===== config.mk =====
export PLATFORM = sky130hd
export DESIGN_NAME = vend_controller_flat
export DESIGN_NICKNAME = d
export VERILOG_FILES = /design/src/rtl/vend_pkg.sv /design/src/rtl/vend_if.sv /design/src/rtl/vend_change_sel.sv /design/src/rtl/vend_controller.sv /design/src/flat_wrapper.sv
export SDC_FILE = /design/constraint.sdc
export NUM_CORES = 1
export LEC_CHECK = 0
export BUFFER_PORTS_ARGS = -buffer_cell sky130_fd_sc_hd__buf_2
export CORE_MARGIN = 10
export CORE_UTILIZATION = 55
export DETAILED_ROUTE_END_ITERATION = 6
export GPL_TIMING_DRIVEN = 0
export PLACE_DENSITY_LB_ADDON = 0.15
export SLEW_MARGIN = 30
export SYNTH_ARGS = -nofsm -noshare
export SYNTH_HDL_FRONTEND = slang
export SYNTH_SLANG_ARGS = --single-unit
export TNS_END_PERCENT = 50

===== constraint.sdc =====
create_clock -name clk -period 3.9 [get_ports clk]
set_clock_uncertainty 0.2 [all_clocks]
set_input_delay 0.39 -clock clk [delete_from_list [all_inputs] [get_ports clk]]
set_output_delay 0.39 -clock clk [all_outputs]
set_load 0.02 [all_outputs]

===== src/rtl/vend_pkg.sv =====
// Shared types and constants for the vending-machine credit controller.
package vend_pkg;

  typedef enum logic [1:0] {
    IDLE   = 2'd0,
    VEND   = 2'd1,
    CHANGE = 2'd2
  } state_t;

  localparam logic [7:0] VAL_PENNY   = 8'd1;
  localparam logic [7:0] VAL_NICKEL  = 8'd5;
  localparam logic [7:0] VAL_DIME    = 8'd10;
  localparam logic [7:0] VAL_QUARTER = 8'd25;

  localparam int PRICE_APPLE_DEF  = 75;
  localparam int PRICE_BANANA_DEF = 20;
  localparam int PRICE_CARROT_DEF = 30;
  localparam int PRICE_DATE_DEF   = 40;
  localparam int MAX_CREDIT_DEF   = 200;

  localparam int COIN_PENNY   = 0;
  localparam int COIN_NICKEL  = 1;
  localparam int COIN_DIME    = 2;
  localparam int COIN_QUARTER = 3;

  localparam int PROD_APPLE  = 0;
  localparam int PROD_BANANA = 1;
  localparam int PROD_CARROT = 2;
  localparam int PROD_DATE   = 3;

  // Highest-value inserted coin wins; other simultaneous bits are dropped.
  function automatic logic [7:0] coin_value(input logic [3:0] coin);
    if (coin[COIN_QUARTER])     return VAL_QUARTER;
    else if (coin[COIN_DIME])   return VAL_DIME;
    else if (coin[COIN_NICKEL]) return VAL_NICKEL;
    else if (coin[COIN_PENNY])  return VAL_PENNY;
    else                        return 8'd0;
  endfunction

endpackage


===== src/rtl/vend_if.sv =====
// Front-panel inputs and actuator/status outputs of the vending controller.
interface vend_if;
  logic [3:0] coin;
  logic [3:0] req;
  logic       cancel;
  logic [7:0] credit;
  logic [3:0] dispense;
  logic [3:0] change;
  logic       coin_reject;
  logic       deny;
  logic       busy;

  modport master (
    output coin, req, cancel,
    input  credit, dispense, change, coin_reject, deny, busy
  );

  modport slave (
    input  coin, req, cancel,
    output credit, dispense, change, coin_reject, deny, busy
  );
endinterface


===== src/rtl/vend_change_sel.sv =====
// Picks the largest coin not exceeding the remaining credit (greedy change).
import vend_pkg::*;

module vend_change_sel (
  input  logic [7:0] credit,
  output logic [3:0] sel,
  output logic [7:0] value
);

  always_comb begin
    sel   = '0;
    value = '0;
    if (credit >= VAL_QUARTER) begin
      sel[COIN_QUARTER] = 1'b1;
      value             = VAL_QUARTER;
    end else if (credit >= VAL_DIME) begin
      sel[COIN_DIME] = 1'b1;
      value          = VAL_DIME;
    end else if (credit >= VAL_NICKEL) begin
      sel[COIN_NICKEL] = 1'b1;
      value            = VAL_NICKEL;
    end else if (credit >= VAL_PENNY) begin
      sel[COIN_PENNY] = 1'b1;
      value           = VAL_PENNY;
    end
  end

endmodule


===== src/rtl/vend_controller.sv =====
// Vending credit controller: accepts coins, grants products, then pays out
// the remaining credit greedily one coin per cycle.
import vend_pkg::*;

module vend_controller #(
  parameter int PRICE_APPLE  = PRICE_APPLE_DEF,
  parameter int PRICE_BANANA = PRICE_BANANA_DEF,
  parameter int PRICE_CARROT = PRICE_CARROT_DEF,
  parameter int PRICE_DATE   = PRICE_DATE_DEF,
  parameter int MAX_CREDIT   = MAX_CREDIT_DEF
) (
  input  logic   clk,
  input  logic   reset,
  vend_if.slave  bus
);

  state_t     state, state_n;
  logic [7:0] credit, credit_n;
  logic [3:0] dispense, dispense_n;
  logic [3:0] change, change_n;
  logic       coin_reject, coin_reject_n;
  logic       deny, deny_n;

  logic [3:0] chg_sel;
  logic [7:0] chg_val;
  logic [7:0] coin_val;
  logic [8:0] coin_sum;
  logic [3:0] req_onehot;
  logic [7:0] price;

  vend_change_sel u_change_sel (
    .credit (credit),
    .sel    (chg_sel),
    .value  (chg_val)
  );

  assign coin_val = coin_value(bus.coin);
  assign coin_sum = {1'b0, credit} + {1'b0, coin_val};

  // Lowest request bit wins; its price is looked up alongside.
  always_comb begin
    req_onehot = '0;
    price      = '0;
    if (bus.req[PROD_APPLE]) begin
      req_onehot[PROD_APPLE] = 1'b1;
      price                  = 8'(PRICE_APPLE);
    end else if (bus.req[PROD_BANANA]) begin
      req_onehot[PROD_BANANA] = 1'b1;
      price                   = 8'(PRICE_BANANA);
    end else if (bus.req[PROD_CARROT]) begin
      req_onehot[PROD_CARROT] = 1'b1;
      price                   = 8'(PRICE_CARROT);
    end else if (bus.req[PROD_DATE]) begin
      req_onehot[PROD_DATE] = 1'b1;
      price                 = 8'(PRICE_DATE);
    end
  end

  always_ff @(posedge clk or posedge reset) begin
    if (reset) begin
      state       <= IDLE;
      credit      <= '0;
      dispense    <= '0;
      change      <= '0;
      coin_reject <= 1'b0;
      deny        <= 1'b0;
    end else begin
      state       <= state_n;
      credit      <= credit_n;
      dispense    <= dispense_n;
      change      <= change_n;
      coin_reject <= coin_reject_n;
      deny        <= deny_n;
    end
  end

  always_comb begin
    state_n       = state;
    credit_n      = credit;
    dispense_n    = '0;
    change_n      = '0;
    coin_reject_n = 1'b0;
    deny_n        = 1'b0;
    case (state)
      IDLE: begin
        if (|bus.coin) begin
          if (coin_sum <= 9'(MAX_CREDIT)) credit_n = coin_sum[7:0];
          else                            coin_reject_n = 1'b1;
        end else if (|bus.req) begin
          if (credit >= price) begin
            credit_n   = credit - price;
            dispense_n = req_onehot;
            state_n    = VEND;
          end else begin
            deny_n = 1'b1;
          end
        end else if (bus.cancel && (credit != 8'd0)) begin
          state_n = CHANGE;
        end
      end
      VEND: begin
        coin_reject_n = |bus.coin;
        state_n       = (credit != 8'd0) ? CHANGE : IDLE;
      end
      CHANGE: begin
        coin_reject_n = |bus.coin;
        change_n      = chg_sel;
        credit_n      = credit - chg_val;
        if (credit <= chg_val) state_n = IDLE;
      end
      default: state_n = IDLE;
    endcase
  end

  assign bus.credit      = credit;
  assign bus.dispense    = dispense;
  assign bus.change      = change;
  assign bus.coin_reject = coin_reject;
  assign bus.deny        = deny;
  assign bus.busy        = (state != IDLE);

endmodule

===== src/flat_wrapper.sv =====
// flat-port wrapper written by rule: the top's interface ports become plain ports
module vend_controller_flat 
#(
  parameter int PRICE_APPLE  = PRICE_APPLE_DEF,
  parameter int PRICE_BANANA = PRICE_BANANA_DEF,
  parameter int PRICE_CARROT = PRICE_CARROT_DEF,
  parameter int PRICE_DATE   = PRICE_DATE_DEF,
  parameter int MAX_CREDIT   = MAX_CREDIT_DEF
)
  (clk, reset, bus_coin, bus_req, bus_cancel, bus_credit, bus_dispense, bus_change, bus_coin_reject, bus_deny, bus_busy);
  vend_if bus_i ();
  input  logic clk;
  input  logic reset;
  input wire logic [$bits(bus_i.coin)-1:0] bus_coin;
  input wire logic [$bits(bus_i.req)-1:0] bus_req;
  input wire logic [$bits(bus_i.cancel)-1:0] bus_cancel;
  output wire logic [$bits(bus_i.credit)-1:0] bus_credit;
  output wire logic [$bits(bus_i.dispense)-1:0] bus_dispense;
  output wire logic [$bits(bus_i.change)-1:0] bus_change;
  output wire logic [$bits(bus_i.coin_reject)-1:0] bus_coin_reject;
  output wire logic [$bits(bus_i.deny)-1:0] bus_deny;
  output wire logic [$bits(bus_i.busy)-1:0] bus_busy;
  assign bus_i.coin = bus_coin;
  assign bus_i.req = bus_req;
  assign bus_i.cancel = bus_cancel;
  assign bus_credit = bus_i.credit;
  assign bus_dispense = bus_i.dispense;
  assign bus_change = bus_i.change;
  assign bus_coin_reject = bus_i.coin_reject;
  assign bus_deny = bus_i.deny;
  assign bus_busy = bus_i.busy;
  vend_controller #(.PRICE_APPLE(PRICE_APPLE), .PRICE_BANANA(PRICE_BANANA), .PRICE_CARROT(PRICE_CARROT), .PRICE_DATE(PRICE_DATE), .MAX_CREDIT(MAX_CREDIT)) u_core (.clk(clk), .reset(reset), .bus(bus_i));
endmodule

==> flow_metrics.py <==
metrics = {
    "status": {
        "status": "finished, final reports clean",
    },
    "clocking": {
        "htreeDepth": 1,
        "cts_sinks": 20,
        "ctsRootBufferMaster": "clkbuf_8",
        "cts_buffer_depth": 2,
        "cts_buffers": 3,
        "clk_latency_ns": 0.27,
        "clk_pin_slew_ns": 0.08,
        "cts_tree": "yes",
    },
    "logic_synthesis": {
        "synth_common_cells": "22 x o21ai_0, 21 x ha_1, 20 x dfrtp_1",
        "ys.flop_type": "dfrtp_1",
        "yosysWarnings": 0,
        "synthTopCellsByArea": "dfrtp_1 24%, ha_1 13%, o21ai_0 5.3%",
        "yosysMostFrequentCell": "o21ai_0",
        "syn_area_sq_um": 2080,
        "synth_top_area_frac": 0.241,
        "ys_seq_area_frac": 0.241,
        "synth_seq_cells": 20,
        "synth-edff-count": 0,
        "synth_cell_type_count": 57,
        "synthArstFlopShare": 1.00,
        "synth_nets": 283,
        "synthCells": 248,
        "avgSynthCellArea_sq_um": 8.37,
        "synth_top_area_cell": "dfrtp_1",
    },
    "worst_setup_path": {
        "required_ns": 3.87,
        "cp_common_cell": "o21ai_0",
        "crit_family": "simple AND/OR/NAND/NOR gates",
        "critPathSlowestCell": "dfrtp_1",
        "worstPathCellList": "buf_4 > or3_1 > a31oi_2 > nor2b_4 > inv_1 > and2_1 > ha_1 > fa_1 > nor2b_1 > o21a_1 > o21ai_0 > nand2_1 > o21ai_0 > a21boi_0 > a211o_2",
        "cp-start-kind": "register",
        "worstPathMaxFanout": 10,
        "worstPathArrival_ns": 3.64,
        "slowest_delay_ns": 0.48,
        "timing.rr.start": "u_core.bus.credit[5]$_DFFE_PP0P_",
        "worst-path-buf-inv": 2,
        "setup.worst_path.end_class": "register",
        "crit_start": "u_core.bus.credit[5]$_DFFE_PP0P_",
        "path_class": "register to register",
    },
    "power": {
        "pwr-share-seq": 0.174,
        "power_density_nw_per_um2": 997,
        "p_sw_mw": 1.18,
        "p_int_mw": 1.18,
        "switching_share": 0.499,
        "leakagePower_nw": 1.13,
        "pwr-share-clk": 0.092,
        "p_comb_frac": 0.734,
        "total_power_mw": 2.36,
        "vdd_drop_max_mv": 0.401,
    },
    "placement": {
        "io_buffers": 29,
        "place_area_sq_um": 2280,
        "dpl.cell_count": 325,
        "place_ws_ns": 0.0611,
        "hpwl_mm": 4.22,
        "place_congestion": 0.912,
    },
    "cells_and_area": {
        "final_util": 0.647,
        "diodes": 0,
        "finalNonFillerCells": 329,
        "area_growth_pct": 14.0,
        "seqCellArea_sq_um": 502,
        "layout-drive-gt1-share": 0.196,
        "multi_input_area_sq_um": 1480,
        "nets": 317,
        "final_area_sq_um": 2370,
        "nFillCells": 334,
    },
    "timing": {
        "final.min_clock_period_ns": 3.67,
        "fin_ws_ns": 0.228,
        "hold_viol": 0,
        "fmax_ghz": 0.272,
        "slew_violations": 0,
        "worst_slew_pin_slew_ns": 0.843,
        "fin_crit_sh": 0.941,
        "setup_viol": 0,
        "fin_tns_setup_ns": 0,
        "slew_headroom": 0.434,
        "hold_slack_ns": 0.0383,
        "rsz0062_at_grt": "no",
    },
    "drt": {
        "antenna_left": 0,
        "drc": 0,
        "wl_per_cell_microns": 16.4,
        "vias_per_cell": 5.99,
        "first_iter_violations": 147,
        "vias": 1971,
        "drt_wl_total_mm": 5.40,
        "drt_pass1_iterations": 5,
    },
    "die": {
        "fp-row-count": 22,
        "ios": 30,
        "initial_core_util": 0.567,
        "die_h_microns": 81.4,
        "die_area_sq_um": 6630,
        "core-area_sq_um": 3660,
        "die_w_microns": 81.4,
    },
    "run": {
        "maxCapViolations": 0,
    },
    "grt": {
        "grt_pass1_wl_mm": 9.01,
        "antenna_found_initial": 0,
        "track_usage": 0.171,
        "gr-total-overflow": 0,
        "grt_max_degree": 21,
        "grt_pass1_vias": 1913,
    },
    "hold_path": {
        "min-delay-path-class": "input pin to asynchronous set/reset pin",
    },
}
worst register-to-register path, delay by kind of cell, from the launching register on:
family,cells,cell delay (ns)
buf+inv,2,0.28
fa+ha+maj,2,0.61
flops,1,0.48
simple gates,5,1.02
compound gates,6,0.97
layout by cell type, fill, tap and decap left out, types with 4 or more instances in the layout:
| master | count |
|---|---|
| buf_2 | 30 |
| o21ai_0 | 22 |
| ha_1 | 21 |
| nor2_1 | 19 |
| dfrtp_1 | 19 |
| a21oi_1 | 18 |
| inv_1 | 17 |
| nand2_1 | 16 |
| nand3_1 | 7 |
| nor3_1 | 6 |
| nand2b_1 | 6 |
| o21a_1 | 5 |
| nor2b_1 | 5 |
| a21o_1 | 5 |
| xnor2_1 | 5 |
| or3_1 | 4 |
| a31oi_1 | 4 |
| mux2i_1 | 4 |
metal layers:
| layer | global-route usage | up-vias | wire [microns] |
|---|---|---|---|
| li1 | - | 969 | - |
| met1 | 0.223 | 938 | 2550 |
| met2 | 0.279 | 55 | 2530 |
| met3 | 0.0251 | 9 | 221 |
| met4 | 0.0640 | 0 | 95 |
| met5 | 0 | - | 0 |
path summary, 6_finish.rpt:
| kind | to | slack, ns | cells after the start |
|---|---|---|---|
| max | u_core.bus.credit[6]$_DFFE_PP0P_ | 0.23 | 15 |
| min | u_core.bus.credit[4]$_DFFE_PP0P_ | 0.04 | 2 |
| max reg2reg | u_core.bus.credit[6]$_DFFE_PP0P_ | 0.23 | 15 |
| min reg2reg | u_core.state[0]$_DFFE_PP0P_ | 0.42 | 2 |
| max in group asynchronous | u_core.bus.credit[1]$_DFFE_PP0P_ | 2.93 | 2 |
| min in group clk | u_core.bus.dispense[1]$_DFF_PP0_ | 0.19 | 2 |
cell families (layout without fill, tap and decap cells):
logic type	after synthesis	count (layout)	share of synthesized area
compound gates	81	81	0.264
xor+xnor	8	8	0.0338
fa+ha+maj	24	24	0.156
buf+inv	24	57	0.0548
flops	20	20	0.241
mux	6	6	0.0338
simple gates	85	85	0.217
power groups by stage:
stage | clock network, mW | logic (mW) | registers, mW
final | 0.217 | 1.73 | 0.412
after global routing | 0.227 | 1.93 | 0.427
after CTS | 0.216 | 1.71 | 0.405
after detailed placement | 0 | 1.69 | 0.409
after global placement | 0 | 1.66 | 0.407
after floorplan | 0 | 1.29 | 0.439
layout make-up:
| type | count | area share |
|---|---|---|
| plain buffers | 7 | 0.0211 |
| clock buffers | 3 | 0.0174 |
| clock inverters | 1 | 0.0127 |
| inverters | 17 | 0.0270 |
| multi-input cells | 204 | 0.623 |
| flip-flops and latches | 20 | 0.212 |
| well taps | 48 | 0.0254 |
| repair buffers | 29 | 0.0613 |
repair_timing:
action / 4_1_cts / 5_1_grt
setup buffers: 0 / 0
gates resized for setup: 0 / 4
endpoints found under the hold margin: 0 / 0
hold buffers: 0 / 0
setup endpoints to repair: 0 / 3
state kept, by name (all words and copies together), names as in the netlist:
name                    cells
u_core.bus.credit           8
u_core.bus.change           4
u_core.bus.dispense         4
u_core.state                2
u_core.bus.coin_reject      1
u_core.bus.deny             1
No activity file was read; power rests on OpenSTA's default activity.
